--- src/rtl/draw_player_sprite_if.sv ---
// vga_if: VGA pixel bundle passed between overlay stages.
//   hcount, vcount : current pixel coordinates
//   hsync, vsync   : sync pulses
//   hblnk, vblnk   : blanking flags
//   rgb            : 12-bit colour (4 bits per channel, R in [11:8])
// Modports: vga_in (consumer view) and vga_out (producer view).
interface vga_if;
    logic [10:0] hcount;
    logic [10:0] vcount;
    logic        hsync;
    logic        vsync;
    logic        hblnk;
    logic        vblnk;
    logic [11:0] rgb;

    modport vga_in  (input  hcount, vcount, hsync, vsync, hblnk, vblnk, rgb);
    modport vga_out (output hcount, vcount, hsync, vsync, hblnk, vblnk, rgb);
endinterface

--- src/rtl/draw_player_sprite.sv ---
// draw_player_sprite: overlays a ROM-backed player sprite on the VGA stream.
// A colour key makes pixels transparent. A hit starts a timed flash that
// tints the sprite and can optionally blink it.
// Ports:
//   clk          pixel clock
//   rst_n        asynchronous active-low reset
//   xpos, ypos   sprite top-left corner, latched on the vsync rising edge
//   mirror       horizontal flip, latched on the vsync rising edge
//   hit          hit request; a rising edge starts a flash
//   rgb_sprite   ROM word for the current sprite_addr (ready for stage 2)
//   sprite_addr  registered ROM address
//   flash_active high while the flash sequence runs
//   vga_in       upstream pixel bundle
//   vga_out      downstream pixel bundle, two cycles behind vga_in
module draw_player_sprite #(
    parameter int          SPR_W       = 157,
    parameter int          SPR_H       = 99,
    parameter int          ADDR_W      = 14,
    parameter logic [11:0] KEY_COLOR   = 12'h0F0,
    parameter logic [11:0] TINT        = 12'hA00,
    parameter int          FLASH_TICKS = 32_500_000,
    parameter int          BLINK_TICKS = 4_062_500
) (
    input  logic              clk,
    input  logic              rst_n,
    input  logic [10:0]       xpos,
    input  logic [10:0]       ypos,
    input  logic              mirror,
    input  logic              hit,
    input  logic [11:0]       rgb_sprite,
    output logic [ADDR_W-1:0] sprite_addr,
    output logic              flash_active,
    vga_if.vga_in             vga_in,
    vga_if.vga_out            vga_out
);

    localparam int CNT_W = (FLASH_TICKS > 1) ? $clog2(FLASH_TICKS) : 1;
    localparam int BL_W  = (BLINK_TICKS > 1) ? $clog2(BLINK_TICKS) : 1;
    localparam logic [CNT_W-1:0]  CNT_LAST   = CNT_W'(FLASH_TICKS - 1);
    localparam logic [BL_W-1:0]   BLINK_LAST = BL_W'((BLINK_TICKS > 0) ? BLINK_TICKS - 1 : 0);
    localparam logic [11:0]       SPR_W12    = 12'(SPR_W);
    localparam logic [11:0]       SPR_H12    = 12'(SPR_H);
    localparam logic [7:0]        COL_LAST   = 8'(SPR_W - 1);
    localparam logic [ADDR_W-1:0] SPR_W_A    = ADDR_W'(SPR_W);

    typedef enum logic {IDLE, FLASH} state_t;

    // Frame-latched placement
    logic [10:0] pos_x_reg, pos_y_reg;
    logic        mir_reg;

    // Stage-1 registers
    logic [10:0] hcount_d1_reg, vcount_d1_reg;
    logic        hsync_d1_reg, vsync_d1_reg, hblnk_d1_reg, vblnk_d1_reg;
    logic [11:0] rgb_d1_reg;
    logic        inside_d1_reg;

    // Flash FSM state
    state_t           state_reg;
    logic [CNT_W-1:0] cnt_reg;
    logic [BL_W-1:0]  blink_cnt_reg;
    logic             vis_reg;
    logic             hit_q_reg;

    // ---------------- Stage-1 combinational ----------------
    logic [11:0]       hc12, vc12, x_end, y_end;
    logic              inside_next;
    logic [7:0]        rel_x, rel_y, col;
    logic [ADDR_W-1:0] addr_next;
    logic              vsync_rise;

    always_comb begin
        hc12  = {1'b0, vga_in.hcount};
        vc12  = {1'b0, vga_in.vcount};
        // 12-bit end bounds keep a sprite near x/y = 2047 from wrapping to 0
        x_end = {1'b0, pos_x_reg} + SPR_W12;
        y_end = {1'b0, pos_y_reg} + SPR_H12;
        inside_next = (hc12 >= {1'b0, pos_x_reg}) && (hc12 < x_end) &&
                      (vc12 >= {1'b0, pos_y_reg}) && (vc12 < y_end) &&
                      !vga_in.hblnk && !vga_in.vblnk;
        rel_x = 8'(vga_in.hcount - pos_x_reg);
        rel_y = 8'(vga_in.vcount - pos_y_reg);
        col   = mir_reg ? (COL_LAST - rel_x) : rel_x;
        addr_next  = ADDR_W'(rel_y) * SPR_W_A + ADDR_W'(col);
        // vsync_d1_reg is the previous vsync sample, so it doubles as the edge detector
        vsync_rise = vga_in.vsync && !vsync_d1_reg;
    end

    always_ff @(posedge clk or negedge rst_n) begin
        if (!rst_n) begin
            pos_x_reg     <= '0;
            pos_y_reg     <= '0;
            mir_reg       <= 1'b0;
            hcount_d1_reg <= '0;
            vcount_d1_reg <= '0;
            hsync_d1_reg  <= 1'b0;
            vsync_d1_reg  <= 1'b0;
            hblnk_d1_reg  <= 1'b0;
            vblnk_d1_reg  <= 1'b0;
            rgb_d1_reg    <= '0;
            inside_d1_reg <= 1'b0;
            sprite_addr   <= '0;
        end else begin
            if (vsync_rise) begin
                pos_x_reg <= xpos;
                pos_y_reg <= ypos;
                mir_reg   <= mirror;
            end
            hcount_d1_reg <= vga_in.hcount;
            vcount_d1_reg <= vga_in.vcount;
            hsync_d1_reg  <= vga_in.hsync;
            vsync_d1_reg  <= vga_in.vsync;
            hblnk_d1_reg  <= vga_in.hblnk;
            vblnk_d1_reg  <= vga_in.vblnk;
            rgb_d1_reg    <= vga_in.rgb;
            inside_d1_reg <= inside_next;
            // Address holds outside the box so the ROM output stays quiet
            if (inside_next)
                sprite_addr <= addr_next;
        end
    end

    // ---------------- Stage-2 combinational ----------------
    logic [11:0] tinted;
    logic [11:0] rgb_next;
    logic        hidden;

    // Per-channel saturating add; each channel is isolated so no carry crosses
    generate
        for (genvar gi = 0; gi < 3; gi++) begin : g_tint
            logic [4:0] sum;
            assign sum = {1'b0, rgb_sprite[4*gi +: 4]} + {1'b0, TINT[4*gi +: 4]};
            assign tinted[4*gi +: 4] = sum[4] ? 4'hF : sum[3:0];
        end
    endgenerate

    always_comb begin
        hidden   = flash_active && !vis_reg;
        rgb_next = rgb_d1_reg;
        if (inside_d1_reg && (rgb_sprite != KEY_COLOR) && !hidden)
            rgb_next = flash_active ? tinted : rgb_sprite;
    end

    always_ff @(posedge clk or negedge rst_n) begin
        if (!rst_n) begin
            vga_out.hcount <= '0;
            vga_out.vcount <= '0;
            vga_out.hsync  <= 1'b0;
            vga_out.vsync  <= 1'b0;
            vga_out.hblnk  <= 1'b0;
            vga_out.vblnk  <= 1'b0;
            vga_out.rgb    <= '0;
        end else begin
            vga_out.hcount <= hcount_d1_reg;
            vga_out.vcount <= vcount_d1_reg;
            vga_out.hsync  <= hsync_d1_reg;
            vga_out.vsync  <= vsync_d1_reg;
            vga_out.hblnk  <= hblnk_d1_reg;
            vga_out.vblnk  <= vblnk_d1_reg;
            vga_out.rgb    <= rgb_next;
        end
    end

    // ---------------- Flash FSM ----------------
    always_ff @(posedge clk or negedge rst_n) begin
        if (!rst_n) begin
            state_reg     <= IDLE;
            cnt_reg       <= '0;
            blink_cnt_reg <= '0;
            vis_reg       <= 1'b1;
            hit_q_reg     <= 1'b0;
            flash_active  <= 1'b0;
        end else begin
            hit_q_reg <= hit;
            if (state_reg == IDLE) begin
                if (hit && !hit_q_reg) begin
                    state_reg     <= FLASH;
                    flash_active  <= 1'b1;
                    cnt_reg       <= '0;
                    blink_cnt_reg <= '0;
                    vis_reg       <= 1'b1;
                end
            end else begin
                // Hit edges are ignored here: no retrigger, no extension
                if (cnt_reg == CNT_LAST) begin
                    state_reg    <= IDLE;
                    flash_active <= 1'b0;
                    cnt_reg      <= '0;
                    vis_reg      <= 1'b1;
                end else begin
                    cnt_reg <= cnt_reg + CNT_W'(1);
                    if (BLINK_TICKS > 0) begin
                        if (blink_cnt_reg == BLINK_LAST) begin
                            blink_cnt_reg <= '0;
                            vis_reg       <= !vis_reg;
                        end else begin
                            blink_cnt_reg <= blink_cnt_reg + BL_W'(1);
                        end
                    end
                end
            end
        end
    end

endmodule

--- src/flat_wrapper.sv ---
// flat-port wrapper written by rule: the top's interface ports become plain ports
module draw_player_sprite_flat 
#(
    parameter int          SPR_W       = 157,
    parameter int          SPR_H       = 99,
    parameter int          ADDR_W      = 14,
    parameter logic [11:0] KEY_COLOR   = 12'h0F0,
    parameter logic [11:0] TINT        = 12'hA00,
    parameter int          FLASH_TICKS = 32_500_000,
    parameter int          BLINK_TICKS = 4_062_500
)
  (clk, rst_n, xpos, ypos, mirror, hit, rgb_sprite, sprite_addr, flash_active, vga_in_hcount, vga_in_vcount, vga_in_hsync, vga_in_vsync, vga_in_hblnk, vga_in_vblnk, vga_in_rgb, vga_out_hcount, vga_out_vcount, vga_out_hsync, vga_out_vsync, vga_out_hblnk, vga_out_vblnk, vga_out_rgb);
  vga_if vga_in_i ();
  vga_if vga_out_i ();
  input  logic clk;
  input  logic rst_n;
  input  logic [10:0] xpos;
  input  logic [10:0] ypos;
  input  logic mirror;
  input  logic hit;
  input  logic [11:0] rgb_sprite;
  output logic [ADDR_W-1:0] sprite_addr;
  output logic flash_active;
  input wire logic [$bits(vga_in_i.hcount)-1:0] vga_in_hcount;
  input wire logic [$bits(vga_in_i.vcount)-1:0] vga_in_vcount;
  input wire logic [$bits(vga_in_i.hsync)-1:0] vga_in_hsync;
  input wire logic [$bits(vga_in_i.vsync)-1:0] vga_in_vsync;
  input wire logic [$bits(vga_in_i.hblnk)-1:0] vga_in_hblnk;
  input wire logic [$bits(vga_in_i.vblnk)-1:0] vga_in_vblnk;
  input wire logic [$bits(vga_in_i.rgb)-1:0] vga_in_rgb;
  output wire logic [$bits(vga_out_i.hcount)-1:0] vga_out_hcount;
  output wire logic [$bits(vga_out_i.vcount)-1:0] vga_out_vcount;
  output wire logic [$bits(vga_out_i.hsync)-1:0] vga_out_hsync;
  output wire logic [$bits(vga_out_i.vsync)-1:0] vga_out_vsync;
  output wire logic [$bits(vga_out_i.hblnk)-1:0] vga_out_hblnk;
  output wire logic [$bits(vga_out_i.vblnk)-1:0] vga_out_vblnk;
  output wire logic [$bits(vga_out_i.rgb)-1:0] vga_out_rgb;
  assign vga_in_i.hcount = vga_in_hcount;
  assign vga_in_i.vcount = vga_in_vcount;
  assign vga_in_i.hsync = vga_in_hsync;
  assign vga_in_i.vsync = vga_in_vsync;
  assign vga_in_i.hblnk = vga_in_hblnk;
  assign vga_in_i.vblnk = vga_in_vblnk;
  assign vga_in_i.rgb = vga_in_rgb;
  assign vga_out_hcount = vga_out_i.hcount;
  assign vga_out_vcount = vga_out_i.vcount;
  assign vga_out_hsync = vga_out_i.hsync;
  assign vga_out_vsync = vga_out_i.vsync;
  assign vga_out_hblnk = vga_out_i.hblnk;
  assign vga_out_vblnk = vga_out_i.vblnk;
  assign vga_out_rgb = vga_out_i.rgb;
  draw_player_sprite #(.SPR_W(SPR_W), .SPR_H(SPR_H), .ADDR_W(ADDR_W), .KEY_COLOR(KEY_COLOR), .TINT(TINT), .FLASH_TICKS(FLASH_TICKS), .BLINK_TICKS(BLINK_TICKS)) u_core (.clk(clk), .rst_n(rst_n), .xpos(xpos), .ypos(ypos), .mirror(mirror), .hit(hit), .rgb_sprite(rgb_sprite), .sprite_addr(sprite_addr), .flash_active(flash_active), .vga_in(vga_in_i), .vga_out(vga_out_i));
endmodule
--- config.mk ---
export PLATFORM = sky130hd
export DESIGN_NAME = draw_player_sprite_flat
export DESIGN_NICKNAME = d
export VERILOG_FILES = /design/src/rtl/draw_player_sprite_if.sv /design/src/rtl/draw_player_sprite.sv /design/src/flat_wrapper.sv
export SDC_FILE = /design/constraint.sdc
export NUM_CORES = 1
export LEC_CHECK = 0
export BUFFER_PORTS_ARGS = -buffer_cell sky130_fd_sc_hd__buf_2
export CORE_MARGIN = 3
export CORE_UTILIZATION = 58
export CTS_CLUSTER_DIAMETER = 150
export DETAILED_ROUTE_END_ITERATION = 12
export PLACE_DENSITY_LB_ADDON = 0.25
export SYNTH_ARGS = -nofsm -noshare
export SYNTH_HDL_FRONTEND = slang
export SYNTH_SLANG_ARGS = --single-unit
--- constraint.sdc ---
create_clock -name clk -period 7.12 [get_ports clk]
set_input_delay 2.136 -clock clk [delete_from_list [all_inputs] [get_ports clk]]
set_output_delay 2.136 -clock clk [all_outputs]
set_load 0.005 [all_outputs]
==> metrics.txt <==
Seq pwr share roughly a fifth; DRC viols 0; syn nets about 1100; combinational power share about 63%; Final ANT Viol Nets 0; Clock Latency Late Sink ~0.42 ns; commonest non-fill, non-tap cell in the layout dfrtp_1; Inserted Diodes 0; CP Data Required Time between 7 and 8 ns; Max-slew headroom a little over a quarter; Die ar. ~0.018 mm2; Final Util a little under three quarters; Final Hold Viols 0; post-route cell area around 0.011 mm2; Final Instance Count excl. Fillers 1311; final net count 1277; CP max FO 2; post-synth cell types 70; first-pass GRT wire length 34200 um; min-delay worst type flop to flop; number of global-route vias before repair approximately 7300; Internal around 3500 uW; Crit. End Element flop; Max Clock Freq 147 MHz; CTS max path bufs 2; leakage power 0.00551 uW; Final min period a little under 7 ns; Crit path arrival time 7.11 ns; number of DRC markers in iteration 0 between 300 and 400; IO buf count 128; number of flip-flops in the largest register 25; VDD IR max between 0.0008 and 0.0009 V; Final TNS setup 0 ns; # Max-Cap Violations 0; hpwl dp around 15000 um; CTS Buf Count 17; core area between 0.015 and 0.02 mm2; mean post-synth cell area 10.2 um2; CTS tree yes; GPL Wtd Cong 0.902; sw power between 2000 and 2500 uW; #FFs+latches synth approximately 170; Synth async-reset ratio between 90% and 100%; Clk pwr share between 10% and 20%; Setup violations, final 0; initial antenna violation count 2; Final Slew Violations 0; Die Wd 133 um; share of cells above drive strength 1 between 20% and 30%; Sw Ratio between 30% and 40%; Synth Warn # 0; GRT Total Usage between 20% and 30%; Die Y 133 um; routed len/inst between 15 and 20 um; actual slew at the worst max-slew pin roughly 1.1 ns; Initial Util a little over 60%; synthesized cell area 0.00941 mm2; pwr dens 514 mW/mm2; Syn-to-layout area delta 18.4%; dpl cell area 0.0105 mm2; Synth Instances 925; area of the multi-input gates between 0.004 and 0.005 mm2; 1st-pass router iterations 5; FF/Latch Area 0.00413 mm2; total I/O pin count 129; placed cell count 1279; Final period util a little over nine tenths; Synth Flop Type dfrtp_1; htree depth 4; clock sinks about 170; Final Skew approximately 0.0080 ns; Post-synth EDFFs 0; clk root buf clkbuf_16; total grt overflow 0; largest net degree at the start of global routing 109; post-synthesis sequential area ratio 43.9%; Worst-path clk slew around 0.070 ns; most frequent cells in the layout dfrtp_1 (164), buf_2 (127), inv_1 (105); status finished clean; Fillers 1159; CP startpoint kind input port; crit path kind input port to flop; routed vias/inst ~5.5; Via Count between 7000 and 8000; Rows 45; drt total wl 20200 um
==> critical path: stages <==
cell and delay (ns):
buf_2 0.11, inv_1 0.11, ha_1 0.20, inv_1 0.06, fa_1 0.39, a21oi_1 0.21
o211ai_1 0.12, a21oi_1 0.18, xnor2_1 0.16, inv_1 0.09, fa_1 0.54, inv_1 0.04
ha_1 0.26, inv_1 0.05, fa_1 0.53, inv_1 0.06, fa_1 0.48, ha_1 0.32
o21a_1 0.13, o21ai_1 0.17, inv_1 0.06, a21oi_1 0.17, o21ai_0 0.14, xnor2_1 0.14
mux2_4 0.26
==> layer usage <==
| metal | vias up | track usage (%) | part of all wire [%] |
|---|---|---|---|
| met4 | 4 | 6.29 | 1.0 |
| li1 | 3504 | - | - |
| met5 | - | 0 | 0.13 |
| met2 | 163 | 40.8 | 52 |
| met3 | 24 | 5.21 | 4.3 |
| met1 | 3503 | 30.0 | 42 |
==> area by class of cell <==
class                      count  share of cell area (%)
tap                          211                    2.37
inverter                     106                    3.57
multi-input combinational    634                    43.3
timing repair buffer         163                    8.16
sequential                   165                    37.0
clock inverter                15                    1.71
clock buffer                  17                    3.82
==> power by group through the flow <==
stage / logic, uW / clock network (uW) / registers (uW)
3_5_place_dp: 3540 / 0 / 1180
4_1_cts: 3580 / 981 / 1160
3_3_place_gp: 3450 / 0 / 1170
5_1_grt: 4140 / 1020 / 1180
2_1_floorplan: 2450 / 0 / 1160
6_report: 3610 / 963 / 1160
==> final timing paths <==
| check | start | endpoint | slack [ns] | cells after the start |
|---|---|---|---|---|
| worst min-delay path | u_core.hsync_d1_reg | u_core.vga_out.hsync | 0.35 | 0 |
| worst max-delay path | vga_in_vcount[0] | u_core.sprite_addr[13] | 0.32 | 25 |
| max in group asynchronous | rst_n | u_core.vga_out.hcount[6] | 4.03 | 2 |
| min in group asynchronous | rst_n | u_core.rgb_d1_reg[8] | 1.82 | 1 |
| worst min register to register | u_core.hsync_d1_reg | u_core.vga_out.hsync | 0.35 | 0 |
| worst max register to register | u_core.pos_y_reg[1] | u_core.sprite_addr[13] | 1.66 | 23 |
==> kinds of logic after synthesis <==
family,Yosys count,synth area share [%]
AND/OR/NAND/NOR,256,13.6
XOR/XNOR,57,5.30
multiplexers,23,3.04
flip-flops,165,43.9
AO/OA/AOI/OAI,184,12.0
buffers and inverters,126,5.13
adder cells (fa/ha/maj),114,17.1
==> Yosys cell counts (all sizes together), types with 9 or more instances <==
master / count / area (um2)
nand3: 22 / 110
xnor2: 41 / 359
inv: 106 / 398
clkbuf: 15 / 56.3
nand2: 99 / 372
mux2: 21 / 267
nor2: 42 / 158
and3: 12 / 76.3
o21ai: 90 / 450
dfrtp: 164 / 4100
a21oi: 31 / 155
ha: 90 / 1130
fa: 24 / 480
o31ai: 9 / 67.6
nand4: 14 / 103
xor2: 16 / 140
nor3: 16 / 91.3
nor2b: 10 / 62.6
a21o: 12 / 91.3
==> per-stage QoR <==
stage / setup slack, ns / hold WS (ns) / total power [uW]
after floorplan: 0.102 / 0.331 / 3600
after global placement: -0.108 / 0.331 / 4620
after detailed placement: -0.186 / 0.336 / 4720
after CTS: 0.230 / 0.350 / 5720
after global routing: -0.00956 / 0.354 / 6350
final: 0.322 / 0.347 / 5730
==> repair_timing <==
| action | in CTS | in global routing |
|---|---|---|
| setup endpoints to repair | 0 | 4 |
| setup buffers | 0 | 0 |
| hold buffers | 0 | 0 |
| gates resized for setup | 0 | 7 |
No activity file was read; power rests on OpenSTA's default activity.
